File: src/rtl/apb_sevenseg_slave.sv
`default_nettype none
// ============================================================================
//  Module      : apb_sevenseg_slave
//  Description : APB completer owning the register bank of a multiplexed,
//                active-low seven-segment display (hex digits, decimal
//                points, enable, refresh prescaler) plus the digit scanner.
//  Revision    : 1.0 - initial release
// ============================================================================
module apb_sevenseg_slave #(
  parameter int          DW          = 32,
  parameter int          AW          = 32,
  parameter int          NDIG        = 8,
  parameter int          WAIT_STATES = 0,
  parameter logic [15:0] REFRESH_DIV = 16'd49999
) (
  input  logic            pCLK,
  input  logic            pRESETn,
  input  logic [AW-1:0]   pADDR,
  input  logic            pSELx,
  input  logic            pENABLE,
  input  logic            pWRITE,
  input  logic [DW-1:0]   pWDATA,
  output logic [DW-1:0]   pRDATA,
  output logic            pREADY,
  output logic            pSLVERR,
  output logic [6:0]      o_seg,
  output logic            o_dp,
  output logic [NDIG-1:0] o_an
);

  localparam logic [2:0] WAIT_INIT = 3'(WAIT_STATES);
  localparam logic [2:0] LAST_DIG  = 3'(NDIG - 1);

  localparam logic [4:0] OFS_DATA   = 5'h00;
  localparam logic [4:0] OFS_DP     = 5'h04;
  localparam logic [4:0] OFS_CTRL   = 5'h08;
  localparam logic [4:0] OFS_PRESC  = 5'h0C;
  localparam logic [4:0] OFS_STATUS = 5'h10;

  typedef enum logic [0:0] {
    IDLE   = 1'b0,
    ACCESS = 1'b1
  } apb_state_t;

  apb_state_t       state;
  logic [2:0]       wait_cnt;

  logic [DW-1:0]    data_reg;
  logic [NDIG-1:0]  dp_reg;
  logic             en_reg;
  logic [15:0]      presc_reg;

  logic [15:0]      scan_cnt;
  logic [2:0]       idx;

  logic [4:0]       offset;
  logic             access_phase;
  logic             completing;
  logic             addr_err;
  logic             commit;
  logic [DW-1:0]    reg_rdata;
  logic [3:0]       cur_nib;

  // Upper address bits are not decoded; folded here so they are not dangling.
  logic             unused_addr;
  assign unused_addr = ^pADDR[AW-1:5];

  assign offset       = pADDR[4:0];
  assign access_phase = (state == ACCESS) && pSELx && pENABLE;
  assign completing   = access_phase && (wait_cnt == 3'd0);
  assign commit       = completing && pWRITE && !addr_err;

  // Hex nibble to active-low {g,f,e,d,c,b,a} segment pattern.
  function automatic logic [6:0] hex7(input logic [3:0] n);
    logic [6:0] s;
    case (n)
      4'h0: s = 7'h40;
      4'h1: s = 7'h79;
      4'h2: s = 7'h24;
      4'h3: s = 7'h30;
      4'h4: s = 7'h19;
      4'h5: s = 7'h12;
      4'h6: s = 7'h02;
      4'h7: s = 7'h78;
      4'h8: s = 7'h00;
      4'h9: s = 7'h10;
      4'hA: s = 7'h08;
      4'hB: s = 7'h03;
      4'hC: s = 7'h46;
      4'hD: s = 7'h21;
      4'hE: s = 7'h06;
      default: s = 7'h0E;
    endcase
    return s;
  endfunction

  // Flags misaligned, unmapped and read-only-write accesses.
  always_comb begin
    addr_err = 1'b0;
    if (offset[1:0] != 2'b00) begin
      addr_err = 1'b1;
    end else begin
      case (offset)
        OFS_DATA, OFS_DP, OFS_CTRL, OFS_PRESC: addr_err = 1'b0;
        OFS_STATUS:                           addr_err = pWRITE;
        default:                              addr_err = 1'b1;
      endcase
    end
  end

  // Read mux; unimplemented bits of each register read as zero.
  always_comb begin
    reg_rdata = '0;
    case (offset)
      OFS_DATA:   reg_rdata            = data_reg;
      OFS_DP:     reg_rdata[NDIG-1:0]  = dp_reg;
      OFS_CTRL:   reg_rdata[0]         = en_reg;
      OFS_PRESC:  reg_rdata[15:0]      = presc_reg;
      OFS_STATUS: reg_rdata[2:0]       = idx;
      default:    reg_rdata            = '0;
    endcase
  end

  // Bus response is only ever non-zero in the completing cycle.
  always_comb begin
    pREADY  = completing;
    pSLVERR = completing && addr_err;
    pRDATA  = (completing && !addr_err) ? reg_rdata : '0;
  end

  // APB state machine with wait-state counter loaded at SETUP.
  always_ff @(posedge pCLK or negedge pRESETn) begin
    if (!pRESETn) begin
      state    <= IDLE;
      wait_cnt <= 3'd0;
    end else begin
      case (state)
        IDLE: begin
          if (pSELx && !pENABLE) begin
            state    <= ACCESS;
            wait_cnt <= WAIT_INIT;
          end
        end
        ACCESS: begin
          if (!pSELx) begin
            // Select dropped mid-transfer: abandon without committing.
            state <= IDLE;
          end else if (pENABLE) begin
            if (wait_cnt == 3'd0) begin
              state <= IDLE;
            end else begin
              wait_cnt <= wait_cnt - 3'd1;
            end
          end
        end
        default: state <= IDLE;
      endcase
    end
  end

  // Register bank; writes land on the completing edge of an error-free write.
  always_ff @(posedge pCLK or negedge pRESETn) begin
    if (!pRESETn) begin
      data_reg  <= '0;
      dp_reg    <= '0;
      en_reg    <= 1'b0;
      presc_reg <= REFRESH_DIV;
    end else if (commit) begin
      case (offset)
        OFS_DATA:  data_reg  <= pWDATA;
        OFS_DP:    dp_reg    <= pWDATA[NDIG-1:0];
        OFS_CTRL:  en_reg    <= pWDATA[0];
        OFS_PRESC: presc_reg <= pWDATA[15:0];
        default:   ;
      endcase
    end
  end

  // Refresh prescaler and digit index; held at zero while disabled.
  // Using >= lets a PRESC write below the running count wrap immediately.
  always_ff @(posedge pCLK or negedge pRESETn) begin
    if (!pRESETn) begin
      scan_cnt <= 16'd0;
      idx      <= 3'd0;
    end else if (!en_reg) begin
      scan_cnt <= 16'd0;
      idx      <= 3'd0;
    end else if (scan_cnt >= presc_reg) begin
      scan_cnt <= 16'd0;
      idx      <= (idx == LAST_DIG) ? 3'd0 : idx + 3'd1;
    end else begin
      scan_cnt <= scan_cnt + 16'd1;
    end
  end

  assign cur_nib = data_reg[{idx, 2'b00} +: 4];

  // Registered display drive, one cycle behind idx/DATA/DP/EN.
  always_ff @(posedge pCLK or negedge pRESETn) begin
    if (!pRESETn) begin
      o_an  <= '1;
      o_seg <= 7'h7F;
      o_dp  <= 1'b1;
    end else if (!en_reg) begin
      o_an  <= '1;
      o_seg <= 7'h7F;
      o_dp  <= 1'b1;
    end else begin
      o_an  <= ~(NDIG'(1) << idx);
      o_seg <= hex7(cur_nib);
      o_dp  <= ~dp_reg[idx];
    end
  end

endmodule
`default_nettype wire

File: config.mk
export PLATFORM = sky130hd
export DESIGN_NAME = apb_sevenseg_slave
export DESIGN_NICKNAME = d
export VERILOG_FILES = /design/src/rtl/apb_sevenseg_slave.sv
export SDC_FILE = /design/constraint.sdc
export NUM_CORES = 1
export LEC_CHECK = 0
export CORE_MARGIN = 3
export CORE_UTILIZATION = 30
export CTS_CLUSTER_SIZE = 40
export DETAILED_ROUTE_END_ITERATION = 6
export HOLD_SLACK_MARGIN = 0.12
export PLACE_DENSITY = 0.6
export REMOVE_ABC_BUFFERS = 1
export SKIP_LAST_GASP = 1
export SYNTH_ARGS = -nofsm -noshare
export SYNTH_HDL_FRONTEND = slang
export SYNTH_SLANG_ARGS = --single-unit
export TNS_END_PERCENT = 10
File: constraint.sdc
create_clock -name pCLK -period 3.6 [get_ports pCLK]
set_clock_uncertainty 0.1 [all_clocks]
set_input_delay 0.9 -clock pCLK [delete_from_list [all_inputs] [get_ports pCLK]]
set_output_delay 0.9 -clock pCLK [all_outputs]
set_load 0.005 [all_outputs]
# Yosys cells after proc, flatten, opt, wreduce, memory -nomap -nowiden
# Memory sizes are Yosys's and may differ from the RTL's.
# Index checks and enable logic that the tools add are counted.
# op_classes
n_reduce_logical	19
eq_ne	10
n_lt_le_gt_ge	2
n_shift	2
add_sub_neg	3
mux	28
bitwise_logic	3
# op_table
operator	count
two-way mux 16 bit	3
two-way mux 32 bit	1
variable part select 32 x 6 -> 4 bit	1
two-way mux 3 bit	7
adder 16 x 1 -> 16 bit (second input constant)	1
>= comparator 16 bit	1
one-hot mux 8 bit (2 select lines)	1
one-hot mux 5 bit (3 select lines)	1
equality test 5 x 4 -> 1 bit (second input constant)	2
logical AND 1 bit	8
two-way mux 8 bit	1
inequality test 2 bit (second input constant)	4
NOT 8 bit	1
one-hot mux 2 bit (4 select lines)	1
AND reduction 2 bit	4
<< shifter 1 x 3 -> 8 bit (first input constant)	1
two-way mux 1 bit	7
two-way mux 7 bit	1
one-hot mux 3 bit (2 select lines)	1
equality test 5 x 3 -> 1 bit (second input constant)	1
equality test 5 bit (second input constant)	1
logical NOT 5 bit	1
one-hot mux 1 bit (5 select lines)	1
less-than comparator 3 x 4 -> 1 bit (second input constant)	1
other kinds (12)	15
# totals
regBits	96
memories	1
out_inout_bits	50
in_bits	69
word_cells	79
mem_bits_ro	112
# memory_table
name	depth	word_bits	read_ports	rd_clocked_by_memory_dff	write_ports	line	rtl
(name not given)	16	7	1	0	0	76	case (n)

# Depth between registers and ports, before layout
# Gate-level depths: netlist (run 1).
# logic_depth
ltp_word	7
mapped_depth	9
ltp_nobuf	7

# Worst setup path before layout (run 1)
# OpenSTA, ideal clock, no wires.
# synth_path
path_type	input port to output port
startpoint	input pADDR[2]
endpoint	output pRDATA[21]
path_slack_ns	0.467
n_path_buf	1
stages	6
t_arrival_ns	2.133
cell_sequence	o31a_1 > nor3_2 > nand2_1 > nor2_2 > clkbuf_1 > and2_1
# synth_via
elab_chain_cells	7
elab_cells_between_ends	12
classes_between	eq/ne: 4; mux: 4; reduce/logical: 4
# synth_lines
item	line	rtl
start: declaration	18	input logic [AW-1:0] pADDR,
equality test 5 x 4 -> 1 bit (tied with other cells)	103	case (offset)
OR reduction 4 bit	103	
one-hot mux 1 bit (2 select lines)	103	
two-way mux 1 bit	100	if (offset[1:0] != 2'b00) begin
logical NOT 1 bit	128	pRDATA = (completing && !addr_err) ? reg_rdata : '0;
logical AND 1 bit	128	
two-way mux 32 bit *	128	
end: declaration	23	output logic [DW-1:0] pRDATA,
# Mark *: on every way between the ends. The rest lies on a longest branch, timed or not.

# Worst setup path after layout (run 1)
# layout_path
startpoint	input pWRITE
endpoint	output pRDATA[18]
# layout_via
elab_chain_cells	5
# layout_lines
item	line	rtl
start: declaration	21	input logic pWRITE,
one-hot mux 1 bit (2 select lines)	103	
two-way mux 1 bit	100	
logical NOT 1 bit	128	
logical AND 1 bit	128	
two-way mux 32 bit	128	
# Every way passes these cells.

==> flow_metrics.tcl, run 1 <==
set metrics [dict create \
    outcome "finished, final reports clean" \
    critPathRequiredTime_ns 2.60 \
    arrival_ns 2.57 \
    antenna_left 0 \
    p_clk_frac 0.423 \
    p_seq_frac 0.484 \
    min_period_ns 3.57 \
    portBuffers 91 \
    first_pass_iters 5 \
    finalPower_w 0.00231 \
    grt_pass1_wl_um 22400 \
    whs_path_depth 1 \
    track_usage 0.147 \
    hp-class "flop to flop" \
    synth-async-reset-ratio 1.00 \
    p_int_w 0.00179 \
    path_clk_slew_ns 0.06 \
    num_vias 4029 \
    cts_made_buffers 9 \
    rr_endpoint "o_seg[3]$_DFF_PN1_" \
    power_frac_comb 0.093 \
    die_area_sq_mm 0.0193 \
    synth_flop_cell "dfrtp_1" \
    synth_area_leaders "dfrtp_1 33%, dfstp_2 12%, mux2_2 12%" \
    cts.htree.levels 3 \
    clockBufferDepth 2 \
    swShare 0.226 \
    wirelength_um 14000 \
    synthXorXnorAreaFrac 0.0247 \
    die-width_um 139 \
    syn_area_sq_mm 0.00531 \
    grt_setup_unrepaired "yes" \
    gr-total-overflow 0 \
    initial_utilization 0.307 \
    fill_cells 1671 \
    crit_path_max_fanout 8 \
    clock_sinks 96 \
    finalCritPeriodShare 0.991 \
    mostFrequentLayoutCells "71 x dfrtp_1, 57 x mux2_2, 52 x clkdlybuf4s50_1" \
    synth-edff-count 0 \
    ir_drop_mv 0.225 \
    gp_congestion 0.824 \
    worstSetupEndpointType "output port" \
    max_cap_viol_count 0 \
    grt_max_degree 85 \
    dp_hpwl_um 9950 \
    syn_to_final_growth_pct 33.2 \
    hold_ws_ns 0.409 \
    drc 0 \
    antenna_cells 0 \
    r2r_slack_ns 0.74 \
    cts_tree "done" \
    clk_latency_ns 0.35 \
    ys_seq_elements 96 \
    p_sw_w 0.000522 \
    yosysTopAreaCellShare 0.335 \
    p_leak_nw 3.08 \
    coreArea_sq_mm 0.0173 \
    synth_top_family_by_area "multiplexers" \
    ys_types 53 \
    worstHoldStart "wait_cnt[0]$_DFFE_PN0P_" \
    reg2regPathDepth 8 \
    tns_ns 0 \
    postCtsHoldBufs 0 \
    syn-instance-count 467 \
    ios 119 \
    cts-root-buf "clkbuf_16" \
    muxShareOfSynthArea 0.181 \
    critical_path_class "input port to output port" \
    final_common_cell "dfrtp_1" \
    yosysTopAreaCell "dfrtp_1" \
    avgSynthCellArea_sq_um 11.4 \
    grt_pass1_vias 4176 \
    r2r_start "idx[1]$_DFFE_PN0P_" \
    slew_viol_final 0 \
    drive_gt1_frac 0.287 \
    setup-violations-final 0 \
    rows 48 \
    hold_viol 0 \
    wl_per_cell_um 17.1 \
    cp-startpoint "pWRITE" \
    fin_nets 685 \
    avgViaCountPerCell 4.95 \
    min_to "wait_cnt[0]$_DFFE_PN0P_" \
    largest_reg_flops 32 \
    dieHeight_um 139 \
    power_density_mw_per_mm2 326 \
    synth_compound_area_frac 0.0803 \
    multi_input_area_sq_mm 0.00264 \
    seq_area_sq_mm 0.00243 \
    drt_iter0_drc 202 \
    synth_simple_gate_area_frac 0.128 \
    start_kind "input port" \
    worstMarginPinSlew_ns 1.08 \
    synthAdderAreaFrac 0.0754 \
    timing.fmax_mhz 280 \
    synth_seq_area_share 0.458 \
    yosys_warnings 0 \
    antenna_found_initial 0 \
    relSlewSlack 0.283 \
]
==> power groups by stage <==
stage	clock, W	combinational, W	sequential (W)
2_1_floorplan	0	0.0000954	0.00113
5_1_grt	0.00106	0.000239	0.00112
4_1_cts	0.00101	0.000216	0.00112
3_3_place_gp	0	0.000201	0.00114
6_report	0.000976	0.000214	0.00112
3_5_place_dp	0	0.000215	0.00114
==> stage by stage <==
stage | worst slack, ns | utilization | instance area (sq um) | cells
5_1_grt | -0.0936 | 0.409 | 7080 | 814
2_1_floorplan | 0.394 | - | 5160 | 445
3_5_place_dp | -0.428 | 0.384 | 6630 | 790
4_1_cts | -0.0912 | 0.407 | 7030 | 812
6_report | 0.0336 | 0.409 | 7080 | 814
3_3_place_gp | -0.382 | 0.384 | 6630 | 790
==> worst max path at each step <==
stage            endpoint  slack [ns]
2_1_floorplan  pRDATA[16]        0.39
3_3_place_gp   pRDATA[21]       -0.38
3_5_place_dp   pRDATA[30]       -0.43
4_1_cts         pRDATA[5]       -0.09
5_1_grt        pRDATA[17]       -0.09
6_report       pRDATA[18]        0.03
==> repair_timing <==
item                                    CTS  global route
gates cloned                              1             1
endpoints found under the setup margin   32            27
pin swaps                                 8             9
gates resized for setup                  73            11
buffers inserted                          5             1
==> cells in the mapped netlist (all sizes together) (6+ instances only) <==
master and count:
dfrtp 71, mux2 58, nor2 42, inv 35
ha 32, dfstp 25, nand2 24, and2 18
buf 16, nand3 13, a22oi 11, mux2i 11
a21oi 9, nor3 9, xnor2 9, a222oi 8
mux4 8, nand4 8, o21ai 7, clkbuf 6
xor2 6
==> logic make-up (layout without fill, tap and decap cells) <==
| logic type | Yosys count | in the layout |
|---|---|---|
| adders and majority gates | 32 | 32 |
| xor gates and xnor gates | 15 | 15 |
| DFF | 96 | 96 |
| and+or+nand+nor | 132 | 132 |
| muxes | 77 | 77 |
| AOI/OAI and AO/OA | 58 | 58 |
| buffers and inverters | 57 | 179 |
==> metal layers <==
metal / global-route usage / up-vias / share of wire
li1: - / 1904 / -
met1: 0.199 / 1987 / 0.46
met2: 0.231 / 119 / 0.46
met3: 0.0441 / 19 / 0.059
met4: 0.0366 / 0 / 0.014
met5: 0 / - / 0
==> cell type report <==
cell class / count / area share
flip-flops and latches: 96 / 0.344
well taps: 225 / 0.0398
clock buffers: 12 / 0.0408
inverters: 35 / 0.0186
multi-input cells: 314 / 0.373
repair buffers: 128 / 0.181
clock inverters: 4 / 0.00301
==> worst max-delay path, cell delays in order <==
cell and delay [ns]:
dlygate4sd2_1 0.24, o31a_1 0.30, nor3_2 0.23, nand2_2 0.07, buf_4 0.14, nor2_4 0.12, buf_6 0.11, buf_12 0.11
and2_1 0.13, clkdlybuf4s15_1 0.21
Power figures use the tool's default switching activity.
==> inputs of run 2 (changes only) <==
Settings changed: ABC_CLOCK_PERIOD_IN_PS set to 3600, CAP_MARGIN set to 10.
==> results of run 2 <==
No change in the layout: final DEF, timing and power equal those of run 1.
==> inputs of run 3 (changes only) <==
Settings changed: CTS_BUF_LIST set to sky130_fd_sc_hd__clkbuf_8, RECOVER_POWER set to 25, SKIP_LAST_GASP 1 to unset.
==> run 3 against run 2 <==
The flow now finishes with violations (capacitance limit, slew limit); cell count is 0.12% higher; count of clock-buffer cells in the layout is 2 lower; sequential power hardly changed; sequential share of layout area is 0.51 points higher; worst setup slack better by 0.057 ns; power is 8.4% lower; critical path depth stayed put; first-iteration DRC count is 11% lower; die area stayed put; register-to-register slack worse by 0.03 ns; critical path type unchanged; largest cell class unchanged; largest power group unchanged.
==> flow_metrics.tcl, run 3 (synthesized netlist as in run 1, its figures left out) <==
set metrics [dict create \
    outcome "finished with violations" \
    violations "capacitance limit, slew limit" \
    max_cap_viol_count 1 \
    grt_pass1_vias 4191 \
    final_common_cell "dfrtp_1" \
    drt_iter0_drc 180 \
    hp-class "flop to flop" \
    num_vias 3988 \
    setup-violations-final 0 \
    place_worst_setup_slack_ns -0.428 \
    placed_area_sq_mm 0.00663 \
    fin_nets 686 \
    clk_latency_ns 0.37 \
    p_seq_frac 0.528 \
    r2r_slack_ns 0.71 \
    ios 119 \
    hold_ws_ns 0.410 \
    clockBufferDepth 2 \
    first_pass_iters 5 \
    gp_congestion 0.824 \
    postCtsHoldBufs 0 \
    cts-root-buf "clkbuf_8" \
    start_kind "input port" \
    cts_made_buffers 9 \
    worst_slack_ns 0.0908 \
    die_area_sq_mm 0.0193 \
    wirelength_um 13800 \
    antenna_cells 0 \
    mostFrequentLayoutCells "71 x dfrtp_1, 57 x mux2_2, 52 x clkdlybuf4s50_1" \
    worstSetupEndpointType "output port" \
    min_period_ns 3.51 \
    portBuffers 91 \
    cts.htree.levels 3 \
    avgViaCountPerCell 4.89 \
    timing.fmax_mhz 285 \
    grt_max_degree 85 \
    dp_hpwl_um 9950 \
    drc 0 \
    power_frac_comb 0.101 \
    rows 48 \
    grt_pass1_wl_um 22400 \
    track_usage 0.146 \
    coreArea_sq_mm 0.0173 \
    p_sw_w 0.000491 \
    clock_sinks 96 \
    syn_to_final_growth_pct 31.3 \
    hold_viol 0 \
    swShare 0.232 \
    stdcell_area_sq_mm 0.00697 \
    dieHeight_um 139 \
    crit_path_max_fanout 8 \
    arrival_ns 2.51 \
    finalCritPeriodShare 0.975 \
    drive_gt1_frac 0.290 \
    antenna_found_initial 0 \
    worstMarginPinSlew_ns 2.11 \
    wl_per_cell_um 17.0 \
    initial_utilization 0.307 \
    power_density_mw_per_mm2 303 \
    largest_reg_flops 32 \
    p_leak_nw 3.04 \
    critical_path_class "input port to output port" \
    antenna_left 0 \
    die-width_um 139 \
    path_clk_slew_ns 0.09 \
    gr-total-overflow 0 \
    slew_viol_final 85 \
    ir_drop_mv 0.208 \
    p_int_w 0.00162 \
    critPathRequiredTime_ns 2.60 \
    p_clk_frac 0.371 \
    cts_tree "done" \
    relSlewSlack -0.406 \
]
-- run 3: changes by cell type in the layout (fill, tap and decap cells not counted), sizes merged --
cell | previous run | this run
clkdlybuf4s15 | 16 | 17
buf | 38 | 39
dlygate4sd2 | 16 | 15
clkbuf | 16 | 14
bufinv | 0 | 2
-- run 3: worst max-delay path: stages --
cell,delay (ns)
dlygate4sd2_1,0.24
o31a_1,0.33
nor3_4,0.15
nand2_2,0.07
buf_4,0.14
nor2_4,0.12
buf_6,0.13
buf_16,0.11
and2_1,0.11
clkdlybuf4s15_1,0.20
-- run 3: path summary, 6_finish.rpt --
check	cells after the start	to	start
max	10	pRDATA[16]	pWRITE
min	1	wait_cnt[0]$_DFFE_PN0P_	wait_cnt[0]$_DFFE_PN0P_
max reg2reg	8	o_seg[3]$_DFF_PN1_	idx[1]$_DFFE_PN0P_
min reg2reg	1	wait_cnt[0]$_DFFE_PN0P_	wait_cnt[0]$_DFFE_PN0P_
max in group asynchronous	1	scan_cnt[8]$_DFF_PN0_	pRESETn
min in group asynchronous	1	wait_cnt[1]$_DFFE_PN0P_	pRESETn
-- run 3: through the flow --
step                cells  TNS (ns)  total power, W   util
detailed placement    790    -11.81         0.00135  0.384
floorplan             445         0         0.00123      -
CTS                   812    -0.177         0.00215  0.402
global placement      790    -10.79         0.00134  0.384
finish                815         0         0.00212  0.403
global route          815   -0.0420         0.00222  0.403
-- run 3: power groups by stage --
stage	clock network (W)	logic, W	registers [W]
floorplan	0	0.0000954	0.00113
global route	0.000857	0.000239	0.00112
finish	0.000784	0.000214	0.00112
CTS	0.000819	0.000216	0.00112
detailed placement	0	0.000215	0.00114
global placement	0	0.000201	0.00114
-- run 3: area by class of cell --
| type | instances | area, sq um |
|---|---|---|
| sequential | 96 | 2430 |
| clock inverter | 6 | 81.3 |
| fill | 1680 | 10300 |
| inverter | 35 | 131 |
| timing repair buffer | 129 | 1260 |
| tap | 225 | 282 |
| multi-input combinational | 314 | 2650 |
| clock buffer | 10 | 138 |
-- run 3: timing repair --
item                       4_1_cts  5_1_grt
setup buffers                    5        3
setup endpoints to repair       32       27
gates cloned                     1        0
resized for setup               77        9
pin swaps                       11        9
-- run 3: routing by layer --
metal | GRT usage | part of all wire | vias up | routed length (um)
li1 | - | - | 1896 | -
met1 | 0.199 | 0.46 | 1978 | 6360
met2 | 0.231 | 0.47 | 103 | 6560
met3 | 0.0417 | 0.056 | 11 | 768
met4 | 0.0360 | 0.0092 | 0 | 127
met5 | 0 | 0 | - | 0
